`src/rtl/ex_stage_pkg.sv`:
```
// ============================================================================
// ex_stage_pkg : shared datapath config, ALU opcodes and operand/branch selects
// Revision     : 1.0
// ============================================================================
`default_nettype none

package ex_stage_pkg;

   localparam int DATA_WIDTH     = 32;
   localparam int REG_ADDR_WIDTH = 5;

   localparam logic [5:0] OP_ALU_ADD  = 6'd0;
   localparam logic [5:0] OP_ALU_SUB  = 6'd1;
   localparam logic [5:0] OP_ALU_SLL  = 6'd2;
   localparam logic [5:0] OP_ALU_SLT  = 6'd3;
   localparam logic [5:0] OP_ALU_SLTU = 6'd4;
   localparam logic [5:0] OP_ALU_XOR  = 6'd5;
   localparam logic [5:0] OP_ALU_SRL  = 6'd6;
   localparam logic [5:0] OP_ALU_SRA  = 6'd7;
   localparam logic [5:0] OP_ALU_OR   = 6'd8;
   localparam logic [5:0] OP_ALU_AND  = 6'd9;

   localparam logic [1:0] ASEL_RS1  = 2'd0;
   localparam logic [1:0] ASEL_PC   = 2'd1;
   localparam logic [1:0] ASEL_ZERO = 2'd2;

   localparam logic BSEL_RS2 = 1'b0;
   localparam logic BSEL_IMM = 1'b1;

   localparam logic [3:0] BR_NONE = 4'd0;
   localparam logic [3:0] BR_BEQ  = 4'd1;
   localparam logic [3:0] BR_BNE  = 4'd2;
   localparam logic [3:0] BR_BLT  = 4'd3;
   localparam logic [3:0] BR_BGE  = 4'd4;
   localparam logic [3:0] BR_BLTU = 4'd5;
   localparam logic [3:0] BR_BGEU = 4'd6;
   localparam logic [3:0] BR_JAL  = 4'd7;
   localparam logic [3:0] BR_JALR = 4'd8;

endpackage

`default_nettype wire

```
`src/rtl/ex_stage_alu.sv`:
```
// ============================================================================
// alu : RV32I integer ALU, purely combinational
// Revision : 1.0
// ============================================================================
`default_nettype none

module alu #(
   parameter int WIDTH = ex_stage_pkg::DATA_WIDTH
) (
   input  logic [5:0]       op_i,
   input  logic [WIDTH-1:0] a_i,
   input  logic [WIDTH-1:0] b_i,
   output logic [WIDTH-1:0] c_o
);
   import ex_stage_pkg::*;

   logic [4:0] shamt;
   assign shamt = b_i[4:0];

   always_comb begin
      c_o = '0;
      case (op_i)
         OP_ALU_ADD:  c_o = a_i + b_i;
         OP_ALU_SUB:  c_o = a_i - b_i;
         OP_ALU_SLL:  c_o = a_i << shamt;
         OP_ALU_SLT:  c_o = {{(WIDTH-1){1'b0}}, $signed(a_i) < $signed(b_i)};
         OP_ALU_SLTU: c_o = {{(WIDTH-1){1'b0}}, a_i < b_i};
         OP_ALU_XOR:  c_o = a_i ^ b_i;
         OP_ALU_SRL:  c_o = a_i >> shamt;
         OP_ALU_SRA:  c_o = $signed(a_i) >>> shamt;
         OP_ALU_OR:   c_o = a_i | b_i;
         OP_ALU_AND:  c_o = a_i & b_i;
         default:     c_o = '0;
      endcase
   end

endmodule

`default_nettype wire

```
`src/rtl/ex_stage.sv`:
```
// ============================================================================
// ex_stage : RV32I execute stage with branch resolution and one output register
// Revision : 1.0
// ============================================================================
`default_nettype none

module ex_stage #(
   parameter int DATA_WIDTH     = ex_stage_pkg::DATA_WIDTH,
   parameter int REG_ADDR_WIDTH = ex_stage_pkg::REG_ADDR_WIDTH
) (
   input  logic                      clk_i,
   input  logic                      rst_ni,
   input  logic                      flush_i,
   input  logic                      valid_i,
   output logic                      ready_o,
   input  logic [5:0]                alu_op_i,
   input  logic [1:0]                a_sel_i,
   input  logic                      b_sel_i,
   input  logic [3:0]                br_type_i,
   input  logic [DATA_WIDTH-1:0]     rs1_data_i,
   input  logic [DATA_WIDTH-1:0]     rs2_data_i,
   input  logic [DATA_WIDTH-1:0]     imm_i,
   input  logic [DATA_WIDTH-1:0]     pc_i,
   input  logic [REG_ADDR_WIDTH-1:0] rd_addr_i,
   input  logic                      rd_we_i,
   output logic                      valid_o,
   input  logic                      ready_i,
   output logic [DATA_WIDTH-1:0]     result_o,
   output logic [DATA_WIDTH-1:0]     store_data_o,
   output logic [REG_ADDR_WIDTH-1:0] rd_addr_o,
   output logic                      rd_we_o,
   output logic [DATA_WIDTH-1:0]     pc_o,
   output logic                      redirect_o,
   output logic [DATA_WIDTH-1:0]     redirect_pc_o
);
   import ex_stage_pkg::*;

   logic [DATA_WIDTH-1:0] op_a;
   logic [DATA_WIDTH-1:0] op_b;
   logic [DATA_WIDTH-1:0] alu_c;
   logic [DATA_WIDTH-1:0] link_addr;
   logic                  is_branch;
   logic                  is_jump;
   logic                  taken;
   logic                  accept;

   always_comb begin
      op_a = rs1_data_i;
      case (a_sel_i)
         ASEL_PC:   op_a = pc_i;
         ASEL_ZERO: op_a = '0;
         default:   op_a = rs1_data_i;
      endcase
   end

   assign op_b = (b_sel_i == BSEL_IMM) ? imm_i : rs2_data_i;

   alu #(.WIDTH(DATA_WIDTH)) u_alu (
      .op_i (alu_op_i),
      .a_i  (op_a),
      .b_i  (op_b),
      .c_o  (alu_c)
   );

   assign link_addr = pc_i + {{(DATA_WIDTH-3){1'b0}}, 3'b100};
   assign is_jump   = (br_type_i == BR_JAL) || (br_type_i == BR_JALR);
   assign is_branch = (br_type_i >= BR_BEQ) && (br_type_i <= BR_BGEU);

   // Comparator always looks at the raw register values, never the ALU operands.
   always_comb begin
      taken = 1'b0;
      case (br_type_i)
         BR_BEQ:  taken = (rs1_data_i == rs2_data_i);
         BR_BNE:  taken = (rs1_data_i != rs2_data_i);
         BR_BLT:  taken = ($signed(rs1_data_i) <  $signed(rs2_data_i));
         BR_BGE:  taken = ($signed(rs1_data_i) >= $signed(rs2_data_i));
         BR_BLTU: taken = (rs1_data_i <  rs2_data_i);
         BR_BGEU: taken = (rs1_data_i >= rs2_data_i);
         BR_JAL,
         BR_JALR: taken = 1'b1;
         default: taken = 1'b0;
      endcase
   end

   assign ready_o = !valid_o || ready_i;
   assign accept  = valid_i && ready_o && !flush_i;

   always_ff @(posedge clk_i or negedge rst_ni) begin
      if (!rst_ni) begin
         valid_o       <= 1'b0;
         redirect_o    <= 1'b0;
         result_o      <= '0;
         store_data_o  <= '0;
         rd_addr_o     <= '0;
         rd_we_o       <= 1'b0;
         pc_o          <= '0;
         redirect_pc_o <= '0;
      end else begin
         redirect_o <= 1'b0;
         if (flush_i) begin
            valid_o <= 1'b0;
         end else if (accept) begin
            valid_o       <= 1'b1;
            redirect_o    <= taken;
            result_o      <= is_jump ? link_addr : alu_c;
            store_data_o  <= rs2_data_i;
            rd_addr_o     <= rd_addr_i;
            rd_we_o       <= rd_we_i && (rd_addr_i != '0) && !is_branch;
            pc_o          <= pc_i;
            redirect_pc_o <= {alu_c[DATA_WIDTH-1:1], 1'b0};
         end else if (valid_o && ready_i) begin
            valid_o <= 1'b0;
         end
      end
   end

endmodule

`default_nettype wire

```
`config.mk`:
```
export PLATFORM = sky130hd
export DESIGN_NAME = ex_stage
export DESIGN_NICKNAME = d
export VERILOG_FILES = /design/src/rtl/ex_stage_pkg.sv /design/src/rtl/ex_stage_alu.sv /design/src/rtl/ex_stage.sv
export SDC_FILE = /design/constraint.sdc
export NUM_CORES = 1
export LEC_CHECK = 0
export CORE_MARGIN = 2
export CORE_UTILIZATION = 56
export CTS_BUF_LIST = sky130_fd_sc_hd__clkbuf_2 sky130_fd_sc_hd__clkbuf_4 sky130_fd_sc_hd__clkbuf_8
export DETAILED_ROUTE_END_ITERATION = 10
export HOLD_SLACK_MARGIN = 0.08
export PLACE_DENSITY = 0.88
export SYNTH_ARGS = -nofsm -noshare
export SYNTH_HDL_FRONTEND = slang
export SYNTH_SLANG_ARGS = --single-unit
```
`constraint.sdc`:
```
create_clock -name clk_i -period 3.13 [get_ports clk_i]
set_input_delay 0.4695 -clock clk_i [delete_from_list [all_inputs] [get_ports clk_i]]
set_output_delay 0.4695 -clock clk_i [all_outputs]
set_load 0.02 [all_outputs]
```
==> flow_summary.toml, run 1 <==
[cts]
cts-root-buf = "clkbuf_8"
clk_path_buf_depth = 2
clock_sinks = 135
cts_max_level = 4
numCtsBuffers = 17

[synthesis]
synth_ff_type = "dfrtp_1"
ys_ff_latch = 135
synth_cell_types = 94
syn-num-nets = 2502
syn_inst = 2217
synth-edff-count = 0
async_reset_ff_share_pct = 100.0
synth.avg_cell_area_sq_um = 7.481
yosys_warnings = 0
synth_area_leaders = "dfrtp_1 (20%), ha_1 (9.9%), nand2_1 (7.6%)"
synth_area_sq_um = 16580
synth_top_cell_by_area = "dfrtp_1"
yosysSeqAreaShare_pct = 20.37
yosys.area.top_type_share_pct = 20.37

[die]
fp.dieW_microns = 176.1
rows = 63
num_io_pins = 289
die_h_microns = 176.1
floorplan.initialDensity_pct = 56.41

[global_routing]
overflow = 2556
grt_max_degree = 74
grt_pass1_wl_mm = 242.4
grt_pass1_vias = 35190
grt_use_total_pct = 104.3

[placed_design]
gp_congestion = 1.366
pre_cts_ws_ns = -2.026
hpwl_mm = 78.58
port_buffers = 287
placedInstanceArea_sq_um = 24270
place_inst = 3365

[status]
status = "stopped before the end"
lastStage = "global routing"
firstError = "[ERROR GRT-0116] Global routing finished with congestion. Check the congestion regions in the DRC Viewer."
[cells in the mapped netlist (12+ instances only)]
master    instances
xnor2_1          34
nand3_1          37
xor2_1           17
a211oi_1         35
o31ai_1          12
buf_1            13
inv_1           131
o21ai_0         199
a21oi_1         120
nor2b_1          16
ha_1            131
o21a_1           13
a22o_1           30
nor2_1          190
nand2_1         336
and2_1           36
nor3_1           57
buf_2            26
mux2i_1          69
dfrtp_1         135
nor4_1           13
o211ai_1         39
and3_1           14
mux2_2           24
nand4_1          20
a22oi_1          38
o21bai_1         12
a221oi_1         22
clkbuf_1        106
mux4_2           35
a31oi_1          21
o21ai_1          31
a21o_1           23
a221o_1          17
[cells by family after synthesis]
kind of cell | Yosys count | share of synthesized area [%]
simple gates | 767 | 20.63
xor+xnor | 52 | 2.791
compound gates | 703 | 28.00
mux | 129 | 10.64
fa+ha+maj | 133 | 10.12
other cells | 1 | 0.02261
buf+inv | 297 | 7.416
flops | 135 | 20.37
[what timing repair did]
item,in CTS
endpoints found under the setup margin,63
resized for setup,318
hold buffers,1
buffers inserted,74
gates cloned,6
pin swaps,117
hold endpoints to repair,71
[stage by stage]
stage	hold WS [ns]	TNS, ns
4_1_cts	0.4941	-31.16
3_5_place_dp	0.4703	-104.30
3_3_place_gp	0.4593	-91.45
2_1_floorplan	0.1739	-38.72
[routing by layer]
layer  track usage (%)  GRT overflow
met4             113.2           574
met2             122.9          1526
met5             83.81            32
met1             94.46           234
met3             92.53           190
==> run 2: changes to the inputs <==
Settings changed: CORE_UTILIZATION 56 to 40, CTS_BUF_LIST sky130_fd_sc_hd__clkbuf_2 sky130_fd_sc_hd__clkbuf_4 sky130_fd_sc_hd__clkbuf_8 to default, HOLD_SLACK_MARGIN 0.08 to default, PLACE_DENSITY 0.88 to default, PLACE_DENSITY_LB_ADDON from default to 0.15.
==> flow_summary.toml, run 2 <==
[status]
status = "finished with violations"
violations = "negative setup slack"

[setup_path]
arrival_ns = 4.40
path_class = "input pin to flip-flop"
end_kind = "flip-flop"
cp-start-kind = "input pin"
worst-r2r-setup-slack_ns = 0.83
cp_max_fo = 8
cp.required_ns = 3.48

[synthesis]
yosys_warnings = 0
synth_area_sq_um = 16580
synth_top_cell_by_area = "dfrtp_1"
ys_ff_latch = 135
async_reset_ff_share_pct = 100.0
synth_area_leaders = "dfrtp_1 (20%), ha_1 (9.9%), nand2_1 (7.6%)"
synth-edff-count = 0
syn_inst = 2217
netlist_top_cells_count = "nand2_1 (336), o21ai_0 (199), nor2_1 (190)"
synth.avg_cell_area_sq_um = 7.481
synth_ff_type = "dfrtp_1"
syn-num-nets = 2502
synth.most_common_cell = "nand2_1"
yosysSeqAreaShare_pct = 20.37
synth_cell_types = 94
yosys.area.top_type_share_pct = 20.37

[global_routing]
met2_usage_pct = 70.84
grt_busiest_layer = "met2"
grt_util_met3_pct = 15.52
grt_max_degree = 105
met1_usage_pct = 59.23
grt_use_total_pct = 47.72
overflow = 0
grt_pass1_wl_mm = 152.2
grt_pass1_vias = 22630
antenna_found_initial = 0

[cts]
clkLatencyLatePin_ns = 0.47
cts-root-buf = "clkbuf_16"
cts_hold_buf = 0
cts_tree = "yes"
clk_path_buf_depth = 2
clk_pin_slew_ns = 0.08
cts_max_level = 4
numCtsBuffers = 17
clock_sinks = 135

[worst_hold_path]
worstHoldPathType = "input pin to async pin"

[power_and_ir_drop]
p_per_area_nw_per_um2 = 382.6
vdd.ir_drop.worst_mv = 0.3655
finalPower_mw = 10.40
leakagePower_nw = 12.72

[die]
die_h_microns = 207.6
core-area_sq_um = 40920
fp.dieW_microns = 207.6
rows = 74
die_area_sq_um = 43110
floorplan.initialDensity_pct = 40.53
num_io_pins = 289

[placed_design]
hpwl_mm = 86.62
gp_congestion = 1.126
port_buffers = 287
pre_cts_ws_ns = -1.998

[timing]
max_freq_mhz = 247.0
hold_viol = 0
finalSetupViolations = 61
period_share_pct = 129.4
fin_ws_ns = -0.9193
max_slew_margin_pct = 44.90
post-route-min-period_ns = 4.049
finalMaxSlewViolations = 0
tightest_slew_ns = 0.8265
skew_ns = 0.02576
rsz0062_at_grt = "true"

[routing]
wl_mm = 106.1
firstDrtPassIters = 6
ant_nets = 0
viasPerCell = 6.316
drt_iter0_markers = 3001
routedWlPerCell_microns = 28.95
vias = 23140
drc = 0

[layout]
fin_util_pct = 66.41
top_regs = "pc_o: 32 flops, result_o: 32 flops, store_data_o: 32 flops"
final_common_cell = "buf_4"
areaGrowthSynthToFinish_pct = 63.89
layout.nets = 3403
layout-drive-gt1-share_pct = 33.12
layout_common_cells = "buf_4 (715), nand2_1 (332), clkdlybuf4s50_1 (270), nor2_1 (183), o21ai_0 (167)"

[run]
max_cap_viol_count = 0
[run 2: cell counts after synthesis]
No cell type changed its count.
[run 2: per-layer routing]
metal | vias to the layer above | wire (microns)
met5 | - | 0
met3 | 431 | 13870
met1 | 11120 | 39460
li1 | 9831 | -
met4 | 0 | 8851
met2 | 1761 | 43900
[run 2: area by class of cell]
| cell class | count | area [sq um] |
|---|---|---|
| fill | 3397 | 13740 |
| multi-input combinational | 1785 | 13070 |
| timing repair buffer | 1042 | 8935 |
| sequential | 135 | 3378 |
| tap | 532 | 665.6 |
| inverter | 137 | 531.8 |
| clock buffer | 18 | 439.2 |
| clock inverter | 14 | 155.1 |
| antenna | 1 | 2.502 |
[run 2: report_power, final]
part | internal, mW | leakage, nW | switching (mW)
Clock | 1.15 | 0.283 | 0.994
Sequential | 1.95 | 1.75 | 0.168
Combinational | 2.76 | 10.7 | 3.37
[run 2: worst max-delay path, stage by stage]
cell,delay (ns)
buf_8,0.08
inv_8,0.03
ha_4,0.25
buf_12,0.14
a22o_1,0.25
buf_4,0.16
ha_1,0.23
a2111oi_4,0.36
or4b_4,0.53
a31o_4,0.26
a221o_2,0.41
a221oi_4,0.34
o31ai_4,0.12
xnor2_2,0.18
o2111ai_2,0.14
buf_6,0.17
a221o_1,0.28
[run 2: worst paths after layout]
kind / endpoint / cells past startpoint / startpoint
worst min-delay path: redirect_pc_o[10] / 1 / rst_ni
max in group asynchronous: pc_o[31] / 2 / rst_ni
worst max register to register: result_o[0] / 10 / valid_o
min in group clk_i: rd_addr_o[3] / 2 / rd_addr_o[3]
worst min register to register: rd_addr_o[3] / 2 / rd_addr_o[3]
worst max-delay path: result_o[24] / 17 / a_sel_i[1]
[run 2: cell families after synthesis]
logic type | count (synthesis) | share of synthesized area [%]
adders and majority gates | 133 | 10.12
other | 1 | 0.02261
DFF | 135 | 20.37
buffers and inverters | 297 | 7.416
AOI/OAI and AO/OA | 703 | 28.00
xor gates and xnor gates | 52 | 2.791
muxes | 129 | 10.64
and+or+nand+nor | 767 | 20.63
[run 2: stage by stage]
step | cell area [sq um] | hold WS [ns] | std cells | TNS [ns]
4_1_cts | 26720 | 0.04421 | 3660 | -29.38
3_3_place_gp | 25280 | 0.4584 | 3610 | -101.06
3_5_place_dp | 25280 | 0.4644 | 3610 | -105.43
5_1_grt | 27180 | 0.07816 | 3663 | -36.09
2_1_floorplan | 16950 | 0.1739 | 2217 | -38.72
6_report | 27180 | 0.02159 | 3664 | -30.54
[run 2: what timing repair did]
item	CTS	global route
resized for setup	170	96
pin swaps	54	32
setup endpoints to repair	63	63
setup buffers	20	4
gates cloned	0	1
Power figures use the tool's default switching activity.
